<file path="src/rtl/multicycle_control_unit_pkg.sv">
// Shared encodings for the multi-cycle control unit:
// FSM states, opcode classes, datapath control constants.
package multicycle_control_unit_pkg;

   typedef enum logic [2:0] {
      S_FETCH,
      S_DECODE,
      S_EXEC,
      S_MEM,
      S_WB,
      S_HALT,
      S_ERROR
   } state_e;

   localparam logic [4:0] OPCODE_LOAD   = 5'b00000;
   localparam logic [4:0] OPCODE_FENCE  = 5'b00011;
   localparam logic [4:0] OPCODE_OPIMM  = 5'b00100;
   localparam logic [4:0] OPCODE_AUIPC  = 5'b00101;
   localparam logic [4:0] OPCODE_STORE  = 5'b01000;
   localparam logic [4:0] OPCODE_OP     = 5'b01100;
   localparam logic [4:0] OPCODE_LUI    = 5'b01101;
   localparam logic [4:0] OPCODE_BRANCH = 5'b11000;
   localparam logic [4:0] OPCODE_JALR   = 5'b11001;
   localparam logic [4:0] OPCODE_JAL    = 5'b11011;
   localparam logic [4:0] OPCODE_SYSTEM = 5'b11100;

   localparam logic [2:0] ALUOp_Add   = 3'd0;
   localparam logic [2:0] ALUOp_Btype = 3'd1;
   localparam logic [2:0] ALUOp_Rtype = 3'd2;
   localparam logic [2:0] ALUOp_Itype = 3'd3;
   localparam logic [2:0] ALUOp_Lui   = 3'd4;
   localparam logic [2:0] ALUOp_Auipc = 3'd5;
   localparam logic [2:0] ALUOp_Jump  = 3'd6;

   localparam logic [1:0] MemToRegAlu   = 2'd0;
   localparam logic [1:0] MemToRegMem   = 2'd1;
   localparam logic [1:0] MemToRegPc4   = 2'd2;
   localparam logic [1:0] MemToRegAuipc = 2'd3;

   localparam logic [1:0] BranchNormal = 2'd0;
   localparam logic [1:0] BranchCond   = 2'd1;
   localparam logic [1:0] BranchJal    = 2'd2;
   localparam logic [1:0] BranchJalr   = 2'd3;

   typedef struct packed {
      logic       is_load;
      logic       is_store;
      logic       is_branch;
      logic       is_jump;
      logic       is_system;
      logic       is_fence;
      logic       illegal;
      logic       alu_src;
      logic [2:0] alu_op;
      logic [1:0] mem_to_reg;
      logic [1:0] branch_signal;
   } ctrl_t;

endpackage

</file>
<file path="src/rtl/multicycle_control_unit_control_decode.sv">
// Combinational opcode decode into the raw, state-independent
// control class; the FSM qualifies these by state.
module control_decode
   import multicycle_control_unit_pkg::*;
#(
   parameter int unsigned OPCODE_W = 5
) (
   input  logic [OPCODE_W-1:0] opcode_i,
   output ctrl_t               ctrl_o
);

   always_comb begin
      ctrl_o = '0;
      unique case (opcode_i)
         OPCODE_W'(OPCODE_LOAD): begin
            ctrl_o.is_load    = 1'b1;
            ctrl_o.alu_src    = 1'b1;
            ctrl_o.alu_op     = ALUOp_Add;
            ctrl_o.mem_to_reg = MemToRegMem;
         end
         OPCODE_W'(OPCODE_STORE): begin
            ctrl_o.is_store = 1'b1;
            ctrl_o.alu_src  = 1'b1;
            ctrl_o.alu_op   = ALUOp_Add;
         end
         OPCODE_W'(OPCODE_OP): begin
            ctrl_o.alu_op = ALUOp_Rtype;
         end
         OPCODE_W'(OPCODE_OPIMM): begin
            ctrl_o.alu_src = 1'b1;
            ctrl_o.alu_op  = ALUOp_Itype;
         end
         OPCODE_W'(OPCODE_LUI): begin
            ctrl_o.alu_src = 1'b1;
            ctrl_o.alu_op  = ALUOp_Lui;
         end
         OPCODE_W'(OPCODE_AUIPC): begin
            ctrl_o.alu_src    = 1'b1;
            ctrl_o.alu_op     = ALUOp_Auipc;
            ctrl_o.mem_to_reg = MemToRegAuipc;
         end
         OPCODE_W'(OPCODE_BRANCH): begin
            ctrl_o.is_branch     = 1'b1;
            ctrl_o.alu_op        = ALUOp_Btype;
            ctrl_o.branch_signal = BranchCond;
         end
         OPCODE_W'(OPCODE_JAL): begin
            ctrl_o.is_jump       = 1'b1;
            ctrl_o.alu_op        = ALUOp_Jump;
            ctrl_o.mem_to_reg    = MemToRegPc4;
            ctrl_o.branch_signal = BranchJal;
         end
         OPCODE_W'(OPCODE_JALR): begin
            ctrl_o.is_jump       = 1'b1;
            ctrl_o.alu_src       = 1'b1;
            ctrl_o.alu_op        = ALUOp_Jump;
            ctrl_o.mem_to_reg    = MemToRegPc4;
            ctrl_o.branch_signal = BranchJalr;
         end
         OPCODE_W'(OPCODE_SYSTEM): ctrl_o.is_system = 1'b1;
         OPCODE_W'(OPCODE_FENCE):  ctrl_o.is_fence  = 1'b1;
         default:                  ctrl_o.illegal   = 1'b1;
      endcase
   end

endmodule

</file>
<file path="src/rtl/multicycle_control_unit.sv">
// Multi-cycle FETCH/DECODE/EXEC/MEM/WB sequencer over one shared
// memory port; owns PC update timing and IR latching.
module multicycle_control_unit
   import multicycle_control_unit_pkg::*;
#(
   parameter int unsigned OPCODE_W       = 5,
   parameter int unsigned MEM_TIMEOUT    = 255,
   parameter bit          HALT_ON_SYSTEM = 1'b1
) (
   input  logic                clk,
   input  logic                rst,
   input  logic [OPCODE_W-1:0] opcode,
   input  logic                mem_ready,
   output logic                mem_req,
   output logic                mem_we,
   output logic                mem_is_instr,
   output logic                ir_write,
   output logic                pc_write,
   output logic                Branch,
   output logic                MemRead,
   output logic                MemWrite,
   output logic                ALUSrc,
   output logic                RegWrite,
   output logic [1:0]          MemtoReg,
   output logic [2:0]          ALUOp,
   output logic [1:0]          branch_signal,
   output logic                instr_retired,
   output logic                illegal_instr,
   output logic                halted,
   output logic                mem_err
);

   localparam int unsigned CNT_W =
      (MEM_TIMEOUT > 1) ? $clog2(MEM_TIMEOUT + 1) : 1;
   localparam logic [CNT_W-1:0] CNT_LAST = CNT_W'(MEM_TIMEOUT - 1);
   localparam bit TIMEOUT_EN = (MEM_TIMEOUT != 0);

   state_e           state_q, state_d;
   logic [CNT_W-1:0] cnt_q, cnt_d;
   ctrl_t            dec;

   logic       mem_req_q, mem_is_instr_q, mem_read_q, mem_write_q;
   logic       branch_q, alu_src_q, reg_write_q, halted_q, mem_err_q;
   logic [1:0] mem_to_reg_q, branch_signal_q;
   logic [2:0] alu_op_q;

   logic waiting, handshake, timeout, hold_d;

   control_decode #(.OPCODE_W(OPCODE_W)) u_decode (
      .opcode_i (opcode),
      .ctrl_o   (dec)
   );

   // Handshake pulses follow mem_ready in the same cycle so the IR
   // and PC latch while the memory data is still valid.
   always_comb begin
      waiting       = mem_req_q && !mem_ready;
      handshake     = mem_req_q && mem_ready;
      timeout       = TIMEOUT_EN && waiting && (cnt_q == CNT_LAST);
      cnt_d         = waiting ? cnt_q + CNT_W'(1) : '0;
      state_d       = state_q;
      ir_write      = 1'b0;
      pc_write      = 1'b0;
      instr_retired = 1'b0;
      illegal_instr = 1'b0;
      unique case (state_q)
         S_FETCH: begin
            if (timeout) begin
               state_d = S_ERROR;
            end else if (handshake) begin
               ir_write = 1'b1;
               state_d  = S_DECODE;
            end
         end
         S_DECODE: begin
            illegal_instr = dec.illegal;
            if (dec.is_system && HALT_ON_SYSTEM) begin
               state_d = S_HALT;
            end else if (dec.illegal || dec.is_fence || dec.is_system) begin
               pc_write      = 1'b1;
               instr_retired = 1'b1;
               state_d       = S_FETCH;
            end else begin
               state_d = S_EXEC;
            end
         end
         S_EXEC: begin
            unique case (1'b1)
               dec.is_branch: begin
                  pc_write      = 1'b1;
                  instr_retired = 1'b1;
                  state_d       = S_FETCH;
               end
               dec.is_load, dec.is_store: state_d = S_MEM;
               dec.is_jump:               state_d = S_WB;
               default:                   state_d = S_WB;
            endcase
         end
         S_MEM: begin
            if (timeout) begin
               state_d = S_ERROR;
            end else if (handshake) begin
               if (dec.is_store) begin
                  pc_write      = 1'b1;
                  instr_retired = 1'b1;
                  state_d       = S_FETCH;
               end else begin
                  state_d = S_WB;
               end
            end
         end
         S_WB: begin
            pc_write      = 1'b1;
            instr_retired = 1'b1;
            state_d       = S_FETCH;
         end
         S_HALT, S_ERROR: state_d = state_q;
         default:         state_d = S_FETCH;
      endcase
      if (rst) begin
         ir_write      = 1'b0;
         pc_write      = 1'b0;
         instr_retired = 1'b0;
         illegal_instr = 1'b0;
      end
      hold_d = (state_d == S_EXEC) || (state_d == S_MEM) ||
               (state_d == S_WB);
   end

   // Level controls are registered from the state being entered.
   always_ff @(posedge clk) begin
      if (rst) begin
         state_q         <= S_FETCH;
         cnt_q           <= '0;
         mem_req_q       <= 1'b0;
         mem_is_instr_q  <= 1'b0;
         mem_read_q      <= 1'b0;
         mem_write_q     <= 1'b0;
         branch_q        <= 1'b0;
         alu_src_q       <= 1'b0;
         reg_write_q     <= 1'b0;
         mem_to_reg_q    <= '0;
         alu_op_q        <= '0;
         branch_signal_q <= '0;
         halted_q        <= 1'b0;
         mem_err_q       <= 1'b0;
      end else begin
         state_q         <= state_d;
         cnt_q           <= cnt_d;
         mem_req_q       <= (state_d == S_FETCH) || (state_d == S_MEM);
         mem_is_instr_q  <= (state_d == S_FETCH);
         mem_read_q      <= (state_d == S_FETCH) ||
                            ((state_d == S_MEM) && dec.is_load);
         mem_write_q     <= (state_d == S_MEM) && dec.is_store;
         branch_q        <= (state_d == S_EXEC) && dec.is_branch;
         reg_write_q     <= (state_d == S_WB);
         alu_src_q       <= hold_d && dec.alu_src;
         mem_to_reg_q    <= hold_d ? dec.mem_to_reg : MemToRegAlu;
         alu_op_q        <= hold_d ? dec.alu_op : ALUOp_Add;
         branch_signal_q <= hold_d ? dec.branch_signal : BranchNormal;
         halted_q        <= (state_d == S_HALT);
         mem_err_q       <= (state_d == S_ERROR);
      end
   end

   assign mem_req       = mem_req_q;
   assign mem_we        = mem_write_q;
   assign mem_is_instr  = mem_is_instr_q;
   assign Branch        = branch_q;
   assign MemRead       = mem_read_q;
   assign MemWrite      = mem_write_q;
   assign ALUSrc        = alu_src_q;
   assign RegWrite      = reg_write_q;
   assign MemtoReg      = mem_to_reg_q;
   assign ALUOp         = alu_op_q;
   assign branch_signal = branch_signal_q;
   assign halted        = halted_q;
   assign mem_err       = mem_err_q;

endmodule

</file>
<file path="config.mk">
export PLATFORM = sky130hd
export DESIGN_NAME = multicycle_control_unit
export DESIGN_NICKNAME = d
export VERILOG_FILES = /design/src/rtl/multicycle_control_unit_pkg.sv /design/src/rtl/multicycle_control_unit_control_decode.sv /design/src/rtl/multicycle_control_unit.sv
export SDC_FILE = /design/constraint.sdc
export NUM_CORES = 1
export LEC_CHECK = 0
export CAP_MARGIN = 0
export CORE_UTILIZATION = 41
export CTS_CLUSTER_DIAMETER = 60
export DETAILED_ROUTE_END_ITERATION = 8
export GPL_ROUTABILITY_DRIVEN = 0
export PLACE_DENSITY = 0.73
export SLEW_MARGIN = 10
export SYNTH_ARGS = -nofsm -noshare
export SYNTH_HDL_FRONTEND = slang
export SYNTH_HIERARCHICAL = 1
export SYNTH_SLANG_ARGS = --single-unit
</file>
<file path="constraint.sdc">
create_clock -name clk -period 2.8 [get_ports clk]
set_input_delay 0.28 -clock clk [delete_from_list [all_inputs] [get_ports clk]]
set_output_delay 0.28 -clock clk [all_outputs]
set_load 0.05 [all_outputs]
</file>
# After elaboration in Yosys (flattened, before gate mapping)
# Cells that the tools add are included.
[totals]
regBits = 27
word_cells = 96
[classes]
n_addsub = 1
eq_ne = 22
mux = 33
bitwise_logic = 2
n_reduce_logical = 24
[ops]
columns = ["operator", "count"]
rows = [
  ["5-bit equality test (second input constant)", 4],
  ["1-bit 2-to-1 mux", 20],
  ["3-bit equality test (second input constant)", 6],
  ["3-bit 2-to-1 mux", 6],
  ["3-bit case mux with 6 select lines", 1],
  ["5-bit by 4-bit equality test with 1-bit output (second input constant)", 3],
  ["3-bit case mux with 5 select lines", 1],
  ["3-bit by 2-bit equality test with 1-bit output (second input constant)", 4],
  ["2-bit case mux with 3 select lines", 2],
  ["11-bit OR reduction", 1],
  ["5-bit by 3-bit equality test with 1-bit output (second input constant)", 2],
  ["2-bit OR reduction", 5],
  ["8-bit by 1-bit adder with 8-bit output (second input constant)", 1],
  ["8-bit equality test (second input constant)", 1],
  ["1-bit logical AND", 7],
  ["3-bit zero test", 2],
  ["1-bit logical OR", 6],
  ["3-bit case mux with 2 select lines", 1],
  ["6-bit OR reduction", 1],
  ["5-bit by 2-bit equality test with 1-bit output (second input constant)", 1],
  ["5-bit zero test", 1],
  ["1-bit case mux with 4 select lines", 1],
  ["3-bit by 1-bit equality test with 1-bit output (second input constant)", 1],
  ["2-bit 2-to-1 mux", 1],
  ["2 further kinds", 3],
]

# Longest topological paths before layout
# Gate-level depths: netlist of the first run.
[logic_depth]
depth_word = 13
mapped_depth = 9

# By module
# Netlist of the first run, hierarchy kept.
[by_module_without_submodules]
columns = ["mod", "instances", "cells_per_inst", "area_each_um2", "seq_area_each_um2"]
rows = [
  ["multicycle_control_unit", 1, 135, 1182.4, 540.5],
  ["control_decode", 1, 38, 207.7, 0.0],
]

# Least setup slack after synthesis of the first run
# No wires, ideal clock.
[synth_timing]
path_type = "input -> output"
startpoint = "input opcode[1]"
endpoint = "output pc_write"
t_arrival_ns = 2.431
t_required_ns = 2.520
setup_slack_ns = 0.089
path_stages = 9
path_buffers = 2
path_cell_list = "buf_6 nor2_1 nand2_1 nor3b_1 nand2_1 a2bb2oi_1 o22ai_1 nor2b_1 buf_4"
[synth_rtl]
columns = ["element", "line_no", "text"]
rows = [
  ["from (decl)", "multicycle_control_unit.sv:12", "input logic [OPCODE_W-1:0] opcode,"],
  ["to (decl)", "multicycle_control_unit.sv:18", "output logic pc_write,"],
]

==> results of run 1 <==
worst max-delay path, cell delays in order:
cell	delay, ns
sky130_fd_sc_hd__clkdlybuf4s50_1	0.51
sky130_fd_sc_hd__nor2_1	0.23
sky130_fd_sc_hd__nand2_1	0.10
sky130_fd_sc_hd__nor3b_1	0.31
sky130_fd_sc_hd__nand2_1	0.09
sky130_fd_sc_hd__a2bb2oi_1	0.15
sky130_fd_sc_hd__o22ai_1	0.16
sky130_fd_sc_hd__nor2b_1	0.37
sky130_fd_sc_hd__buf_12	0.19
routing by layer:
metal	up-vias	wire length, um	global-route usage
met4	0	0	0.0498
met3	0	127	0.0260
met1	579	1340	0.222
li1	656	-	-
met2	32	1500	0.298
met5	-	0	0
power groups by stage:
stage / sequential (mW) / combinational, mW / clock [mW]
floorplan: 0.424 / 0.0653 / 0
global placement: 0.408 / 0.126 / 0
detailed placement: 0.409 / 0.128 / 0
CTS: 0.400 / 0.129 / 0.161
global route: 0.402 / 0.139 / 0.176
finish: 0.400 / 0.128 / 0.155
stage by stage:
stage / setup slack [ns] / instances / power [mW] / hold WS (ns) / instance area, um2
floorplan: 0.0893 / 172 / 0.489 / 0.435 / 1390
global placement: 0.149 / 243 / 0.535 / 0.461 / 1760
finish: 0.125 / 247 / 0.684 / 0.502 / 1790
global route: 0.0127 / 247 / 0.717 / 0.552 / 1790
CTS: 0.138 / 247 / 0.690 / 0.504 / 1790
detailed placement: 0.0913 / 243 / 0.537 / 0.472 / 1760
layout make-up:
| class | instances | area share |
|---|---|---|
| multi-input combinational | 127 | 0.425 |
| sequential | 27 | 0.303 |
| clock buffer | 4 | 0.0147 |
| inverter | 9 | 0.0189 |
| timing repair buffer | 36 | 0.207 |
| tap | 44 | 0.0308 |
path summary, 6_finish.rpt:
path | from | end | slack [ns] | cells past startpoint
worst max-delay path | opcode[4] | pc_write | 0.12 | 9
worst min-delay path | cnt_q[0]$_SDFF_PP0_ | cnt_q[0]$_SDFF_PP0_ | 0.50 | 1
worst min register to register | cnt_q[0]$_SDFF_PP0_ | cnt_q[0]$_SDFF_PP0_ | 0.50 | 1
worst max register to register | state_q[0]$_SDFF_PP0_ | RegWrite$_SDFF_PP0_ | 0.80 | 5
registers in the layout, summed over array words and instances, names as in the netlist:
| signal | flops |
|---|---|
| mem_err | 1 |
| cnt_q | 8 |
| ALUSrc | 1 |
| halted | 1 |
| state_q | 3 |
| MemtoReg | 2 |
| branch_signal | 2 |
| mem_is_instr | 1 |
| RegWrite | 1 |
| mem_req | 1 |
| MemWrite | 1 |
| ALUOp | 3 |
| MemRead | 1 |
| Branch | 1 |
==> impl_metrics.yaml, run 1 <==
run_status:
  run_status: "complete, no violations"
clock_tree:
  numCtsBuffers: 3
  clkLatencyLatePin_ns: 0.31
  tritoncts: "done"
  clock_sinks: 27
  worst_setup_hold_path_clk_slew_ns: 0.14
  cts.root.buffer_cell: "sky130_fd_sc_hd__clkbuf_4"
  post_cts.resized_instances: 0
  holdBufCountCts: 0
  post_cts_repair_setup_buffers: 0
  htreeDepth: 1
  clock_path_buffers: 2
floorplan:
  io-pin-count: 29
  die_area_mm2: 0.00362
  dieWidth_um: 60.2
  start_util: 0.443
  rows: 20
  die_h_um: 60.2
  core-area_mm2: 0.00313
routing:
  routed_wire_length_per_instance_um: 12.0
  detailroute.via_count: 1267
  drt-vias-per-instance: 5.13
  drt_iter0_drc: 49
  number_of_iterations_in_the_first_detailed_routing_pass: 4
  final_routed_wirelength_across_all_metal_layers_um: 2970
  antenna_left: 0
  drc_errors: 0
yosys:
  netlist_area_mm2: 0.00139
  ys.warnings.count: 6
  netlist_instances: 172
  postSynthNetCount: 182
  synth_area_per_cell_um2: 8.06
timing:
  timing.setup.tns_ns: 0
  maxSlewHeadroom: 0.648
  timing.final.max_slew_violations: 0
  peak_clock_frequency_supported_by_timing_mhz: 374
  worstMarginPinSlew_ns: 0.520
  grt_setup_unrepaired: "no"
  timing.final.setup_violations: 0
  min_period_ns: 2.68
  fin_worst_skew_ns: 0.0178
  final-hold-violation-count: 0
  timing.final.crit_share: 0.955
finish:
  multi_input_area_um2: 759
  final_net_count: 214
  diodes: 0
  mostFrequentLayoutCell: "sky130_fd_sc_hd__dfxtp_1"
  final_util: 0.571
  layout.area.seq_um2: 541
  layout_fillers: 271
  areaGrowthSynthToFinish_pct: 28.8
  drive_above_1_share: 0.0936
  layout_common_cells: "sky130_fd_sc_hd__dfxtp_1 (27), sky130_fd_sc_hd__clkdlybuf4s50_1 (25), sky130_fd_sc_hd__nor2_1 (24)"
setup_path:
  critPathKind: "in2out"
  worstPathArrival_ns: 2.40
  critical_path.endpoint_type: "output port"
  required_ns: 2.52
  worstSetupStartpointType: "primary input"
  timing.critical_path.fanout_max: 7
power:
  power.static_leakage_nw: 0.701
  p_clk_frac: 0.227
  power.share.switching: 0.268
  internal_power_mw: 0.501
  netSwitchingPower_mw: 0.183
  seq_power_share: 0.585
  power_density_normalized_to_cell_area_mw_per_mm2: 383
  power.share.combinational: 0.188
  vdd_drop_max_v: 0.000173
global_routing:
  antenna_found_initial: 0
  first_pass_grt_wire_length_um: 4770
  grt_util_all_layers: 0.174
  grt_max_degree: 15
  gr-total-overflow: 0
  grt_pass1_vias: 1148
placement:
  detailed_place_hpwl_um: 2360
  placement.io_buffers: 28
flow_run:
  drv_cap: 0
worst_hold_path:
  worstHoldPathType: "reg2reg"
(Power assumes the default switching activity.)
==> inputs of run 2 (changes only) <==
--- a/config.mk
+++ b/config.mk
@@ -6,7 +6,9 @@
 export NUM_CORES = 1
 export LEC_CHECK = 0
 export CAP_MARGIN = 0
+export CORE_ASPECT_RATIO = 0.6
 export CORE_UTILIZATION = 41
+export CTS_BUF_LIST = sky130_fd_sc_hd__clkbuf_16
 export CTS_CLUSTER_DIAMETER = 60
 export DETAILED_ROUTE_END_ITERATION = 8
 export GPL_ROUTABILITY_DRIVEN = 0
==> run 2 against run 1 <==
Clock power grew 110%. Combinational power is 5% higher. Power is 25% higher. Design area is 3.6% higher. Critical path depth up 1. Global-route usage up 1.1 points. Largest power group unchanged.
==> impl_metrics.yaml, run 2 (same netlist as run 1, synthesis figures left out) <==
routing:
  drc_errors: 0
  number_of_iterations_in_the_first_detailed_routing_pass: 4
  drt_iter0_drc: 70
  final_routed_wirelength_across_all_metal_layers_um: 3120
  routed_wire_length_per_instance_um: 12.7
  antenna_left: 0
  detailroute.via_count: 1276
  drt-vias-per-instance: 5.19
power:
  power_density_normalized_to_cell_area_mw_per_mm2: 463
  vdd_drop_max_v: 0.000194
  power.static_leakage_nw: 0.732
  fin_total_pwr_mw: 0.856
placement:
  detailed_place_hpwl_um: 2440
  preCtsSetupSlack_ns: -0.0293
  placement.io_buffers: 28
  post-place-cells: 242
  place_area_mm2: 0.00176
setup_path:
  required_ns: 2.52
  reg2reg_from: "state_q[0]$_SDFF_PP0_"
  crit_path_end: "pc_write"
  timing.critical_path.fanout_max: 7
  worstPathCellList: "clkdlybuf4s50_1 -> buf_4 -> nor2_1 -> nand2_1 -> nor3b_1 -> nand2_1 -> a2bb2oi_1 -> o22ai_1 -> nor2b_2 -> buf_12"
  worst-path-buf-inv: 3
  cpMaxStageDelayCell: "sky130_fd_sc_hd__clkdlybuf4s50_1"
  critical_path.endpoint_type: "output port"
  worstReg2RegEnd: "RegWrite$_SDFF_PP0_"
  critPathKind: "in2out"
  critPathTopFamily: "simple AND/OR/NAND/NOR gates"
  critical-path-max-stage-delay_ns: 0.42
  r2r_cells: 6
  worstPathArrival_ns: 2.31
  crit_path_start: "opcode[1]"
  worst_case_register_to_register_setup_slack_ns: 0.78
  worst_path_depth: 10
  cpMostUsedCell: "sky130_fd_sc_hd__nand2_1"
  worstSetupStartpointType: "primary input"
flow_run:
  drv_cap: 0
clock_tree:
  numCtsBuffers: 3
  htreeDepth: 1
  clkLatencyLatePin_ns: 0.26
  holdBufCountCts: 0
  clock_path_buffers: 2
  clock_sinks: 27
  worst_setup_hold_path_clk_slew_ns: 0.07
  post_cts.resized_instances: 0
  tritoncts: "done"
  cts.root.buffer_cell: "sky130_fd_sc_hd__clkbuf_16"
  post_cts_repair_setup_buffers: 0
finish:
  diodes: 0
  post-route-cell-area_mm2: 0.00185
  final_cell_count_no_fill: 246
  areaGrowthSynthToFinish_pct: 33.5
  layout_common_cells: "sky130_fd_sc_hd__dfxtp_1 (27), sky130_fd_sc_hd__clkdlybuf4s50_1 (25), sky130_fd_sc_hd__nor2_1 (24)"
  layout_fillers: 273
  final_util: 0.609
  final_net_count: 215
  register_bank_with_the_most_flops: "cnt_q"
  largest_reg_flops: 8
  mostFrequentLayoutCell: "sky130_fd_sc_hd__dfxtp_1"
  drive_above_1_share: 0.113
  multi_input_area_um2: 766
  layout.area.seq_um2: 541
global_routing:
  gr-total-overflow: 0
  antenna_found_initial: 0
  grt_util_all_layers: 0.184
  grt_max_degree: 16
  grt_pass1_vias: 1133
  first_pass_grt_wire_length_um: 5090
floorplan:
  io-pin-count: 29
  die_area_mm2: 0.00363
  die_h_um: 47.0
  core-area_mm2: 0.00304
  rows: 15
  dieWidth_um: 77.1
  start_util: 0.456
worst_hold_path:
  worstHoldPathType: "reg2reg"
timing:
  timing.setup.tns_ns: 0
  grt_setup_unrepaired: "no"
  min_period_ns: 2.59
  final-hold-violation-count: 0
  worstMarginPinSlew_ns: 0.509
  holdWs_ns: 0.488
  peak_clock_frequency_supported_by_timing_mhz: 386
  timing.final.setup_violations: 0
  layout_setup_ws_ns: 0.210
  maxSlewHeadroom: 0.660
  timing.final.max_slew_violations: 0
  fin_worst_skew_ns: 0.00232
  timing.final.crit_share: 0.925
run_status:
  run_status: "complete, no violations"
## run 2: worst min-delay path by stage
stage | start | end | slack [ns] | cells past startpoint
after floorplan | opcode[0] | Branch$_SDFF_PP0_ | 0.44 | 3
after global placement | cnt_q[0]$_SDFF_PP0_ | cnt_q[0]$_SDFF_PP0_ | 0.46 | 1
after detailed placement | cnt_q[0]$_SDFF_PP0_ | cnt_q[0]$_SDFF_PP0_ | 0.47 | 1
after CTS | cnt_q[0]$_SDFF_PP0_ | cnt_q[0]$_SDFF_PP0_ | 0.48 | 1
after global routing | cnt_q[0]$_SDFF_PP0_ | cnt_q[0]$_SDFF_PP0_ | 0.53 | 1
final | cnt_q[0]$_SDFF_PP0_ | cnt_q[0]$_SDFF_PP0_ | 0.49 | 1
## run 2: cell type report
cell class / count / area share
clock buffers: 3 / 0.0406
well taps: 42 / 0.0284
inverters: 9 / 0.0183
flip-flops and latches: 27 / 0.292
clock inverters: 1 / 0.00270
multi-input cells: 127 / 0.414
repair buffers: 37 / 0.204
## run 2: routing by layer
layer | vias up | global-route usage | wire [um]
met5 | - | 0 | 0
met4 | 0 | 0.0491 | 13
met3 | 2 | 0.0660 | 205
met2 | 46 | 0.282 | 1340
met1 | 570 | 0.250 | 1570
li1 | 658 | - | -
## run 2: worst register-to-register path: cells and delay by family (launching register included)
| kind | cells | cell delay (ns) |
|---|---|---|
| compound gates | 3 | 0.81 |
| simple gates | 2 | 0.63 |
| flops | 1 | 0.34 |
| buf+inv | 1 | 0.19 |
## run 2: power by group
group          switching [mW]  internal (mW)  total [mW]  leakage, nW
Clock                   0.131          0.193       0.323       0.0409
Sequential            0.00596          0.392       0.398        0.219
Combinational          0.0797         0.0557       0.135        0.472
Total                   0.216          0.640       0.856        0.732
==> inputs of run 3 (changes only) <==
--- a/config.mk
+++ b/config.mk
@@ -10,9 +10,11 @@
 export CORE_UTILIZATION = 41
 export CTS_BUF_LIST = sky130_fd_sc_hd__clkbuf_16
 export CTS_CLUSTER_DIAMETER = 60
+export CTS_CLUSTER_SIZE = 28
 export DETAILED_ROUTE_END_ITERATION = 8
 export GPL_ROUTABILITY_DRIVEN = 0
 export PLACE_DENSITY = 0.73
+export SKIP_CTS_REPAIR_TIMING = 1
 export SLEW_MARGIN = 10
 export SYNTH_ARGS = -nofsm -noshare
 export SYNTH_HDL_FRONTEND = slang
==> constraint.sdc (replaced) <==
create_clock -name clk -period 2.9 [get_ports clk]
set_input_delay 0.29 -clock clk [delete_from_list [all_inputs] [get_ports clk]]
set_output_delay 0.29 -clock clk [all_outputs]
set_load 0.05 [all_outputs]
==> run 3 against run 2 <==
Register-to-register slack better by 0.11 ns. Non-clock buffer count is 1 lower. Die area unchanged. First-iteration DRC count shrank 21%. Critical path type unchanged. Largest power group unchanged.
==> impl_metrics.yaml, run 3 (same netlist as run 1, synthesis figures left out) <==
run_status:
  run_status: "complete, no violations"
setup_path:
  worst_path_depth: 10
  critPathKind: "in2out"
  worst-path-buf-inv: 3
  r2r_cells: 6
  cpMostUsedCell: "sky130_fd_sc_hd__nand2_1"
  worstReg2RegEnd: "RegWrite$_SDFF_PP0_"
  reg2reg_from: "state_q[0]$_SDFF_PP0_"
  worstSetupStartpointType: "primary input"
  crit_path_start: "opcode[1]"
  critical-path-max-stage-delay_ns: 0.41
  worstPathCellList: "clkdlybuf4s50_1 -> buf_4 -> nor2_1 -> nand2_1 -> nor3b_1 -> nand2_1 -> a2bb2oi_1 -> o22ai_1 -> nor2b_2 -> buf_12"
  critical_path.endpoint_type: "output port"
  worstPathArrival_ns: 2.33
  cpMaxStageDelayCell: "sky130_fd_sc_hd__clkdlybuf4s50_1"
  required_ns: 2.61
  worst_case_register_to_register_setup_slack_ns: 0.89
  critPathTopFamily: "simple AND/OR/NAND/NOR gates"
  timing.critical_path.fanout_max: 7
  crit_path_end: "instr_retired"
timing:
  final-hold-violation-count: 0
  peak_clock_frequency_supported_by_timing_mhz: 382
  timing.final.crit_share: 0.904
  grt_setup_unrepaired: "no"
  min_period_ns: 2.62
  worstMarginPinSlew_ns: 0.583
  timing.setup.tns_ns: 0
  timing.final.setup_violations: 0
  timing.final.max_slew_violations: 0
  maxSlewHeadroom: 0.609
  fin_worst_skew_ns: 0.00282
  holdWs_ns: 0.481
placement:
  detailed_place_hpwl_um: 2480
  placement.io_buffers: 28
routing:
  routed_wire_length_per_instance_um: 13.0
  drc_errors: 0
  final_routed_wirelength_across_all_metal_layers_um: 3190
  antenna_left: 0
  detailroute.via_count: 1323
  drt_iter0_drc: 55
  number_of_iterations_in_the_first_detailed_routing_pass: 4
  drt-vias-per-instance: 5.40
global_routing:
  grt_util_all_layers: 0.189
  grt_max_degree: 16
  first_pass_grt_wire_length_um: 5120
  grt_pass1_vias: 1160
  antenna_found_initial: 0
  gr-total-overflow: 0
finish:
  largest_reg_flops: 8
  drive_above_1_share: 0.103
  diodes: 0
  mostFrequentLayoutCell: "sky130_fd_sc_hd__dfxtp_1"
  layout_common_cells: "sky130_fd_sc_hd__dfxtp_1 (27), sky130_fd_sc_hd__clkdlybuf4s50_1 (25), sky130_fd_sc_hd__nor2_1 (24)"
  register_bank_with_the_most_flops: "cnt_q"
  areaGrowthSynthToFinish_pct: 32.7
  final_net_count: 214
power:
  power.static_leakage_nw: 0.727
  power_density_normalized_to_cell_area_mw_per_mm2: 451
  vdd_drop_max_v: 0.000270
clock_tree:
  tritoncts: "done"
  numCtsBuffers: 3
  worst_setup_hold_path_clk_slew_ns: 0.07
  clock_path_buffers: 2
  cts.root.buffer_cell: "sky130_fd_sc_hd__clkbuf_16"
  clock_sinks: 27
  htreeDepth: 1
  clkLatencyLatePin_ns: 0.26
floorplan:
  core-area_mm2: 0.00304
  dieWidth_um: 77.1
  io-pin-count: 29
  die_area_mm2: 0.00363
  rows: 15
  die_h_um: 47.0
  start_util: 0.456
flow_run:
  drv_cap: 0
worst_hold_path:
  worstHoldPathType: "reg2reg"
[run 3: cell types whose count changed in the layout (fill, tap and decap cells not counted)]
| cell | before | now |
|---|---|---|
| sky130_fd_sc_hd__a21oi_1 | 11 | 12 |
| sky130_fd_sc_hd__a21oi_2 | 1 | 0 |
| sky130_fd_sc_hd__buf_4 | 9 | 8 |
[run 3: layer usage]
metal  share of wire  wire [um]  global-route usage
met2            0.43       1380               0.300
met5               0          0                   0
met1            0.48       1540               0.242
met4           0.013         43              0.0830
met3           0.073        232              0.0621
[run 3: how the worst min path moves through the flow]
| stage | end | startpoint | slack (ns) | cells after the start |
|---|---|---|---|---|
| 5_1_grt | cnt_q[0]$_SDFF_PP0_ | cnt_q[0]$_SDFF_PP0_ | 0.51 | 1 |
| 3_3_place_gp | cnt_q[0]$_SDFF_PP0_ | cnt_q[0]$_SDFF_PP0_ | 0.46 | 1 |
| 6_report | cnt_q[0]$_SDFF_PP0_ | cnt_q[0]$_SDFF_PP0_ | 0.48 | 1 |
| 2_1_floorplan | cnt_q[0]$_SDFF_PP0_ | cnt_q[0]$_SDFF_PP0_ | 0.44 | 1 |
| 3_5_place_dp | cnt_q[0]$_SDFF_PP0_ | cnt_q[0]$_SDFF_PP0_ | 0.47 | 1 |
| 4_1_cts | cnt_q[0]$_SDFF_PP0_ | cnt_q[0]$_SDFF_PP0_ | 0.48 | 1 |
[run 3: where the power goes]
part	total [mW]	internal, mW	leakage (nW)	switching (mW)
Clock	0.318	0.186	0.0409	0.132
Sequential	0.384	0.378	0.219	0.00590
Combinational	0.128	0.0521	0.468	0.0762
Total	0.830	0.617	0.727	0.214
[run 3: final cells by class]
class | count | area (um2)
flip-flops and latches | 27 | 541
clock buffers | 3 | 75.1
repair buffers | 36 | 370
clock inverters | 1 | 5.00
well taps | 42 | 52.6
multi-input cells | 127 | 762
inverters | 9 | 33.8
fillers | 270 | 1200
[run 3: through the flow]
| stage | cells | cell area, um2 | worst slack [ns] | power [mW] | util |
|---|---|---|---|---|---|
| 2_1_floorplan | 172 | 1390 | 0.169 | 0.472 | - |
| 3_3_place_gp | 241 | 1760 | 0.203 | 0.517 | 0.578 |
| 3_5_place_dp | 241 | 1760 | 0.136 | 0.519 | 0.578 |
| 4_1_cts | 245 | 1840 | 0.158 | 0.835 | 0.604 |
| 5_1_grt | 245 | 1840 | 0.0968 | 0.860 | 0.605 |
| 6_report | 245 | 1840 | 0.280 | 0.830 | 0.605 |
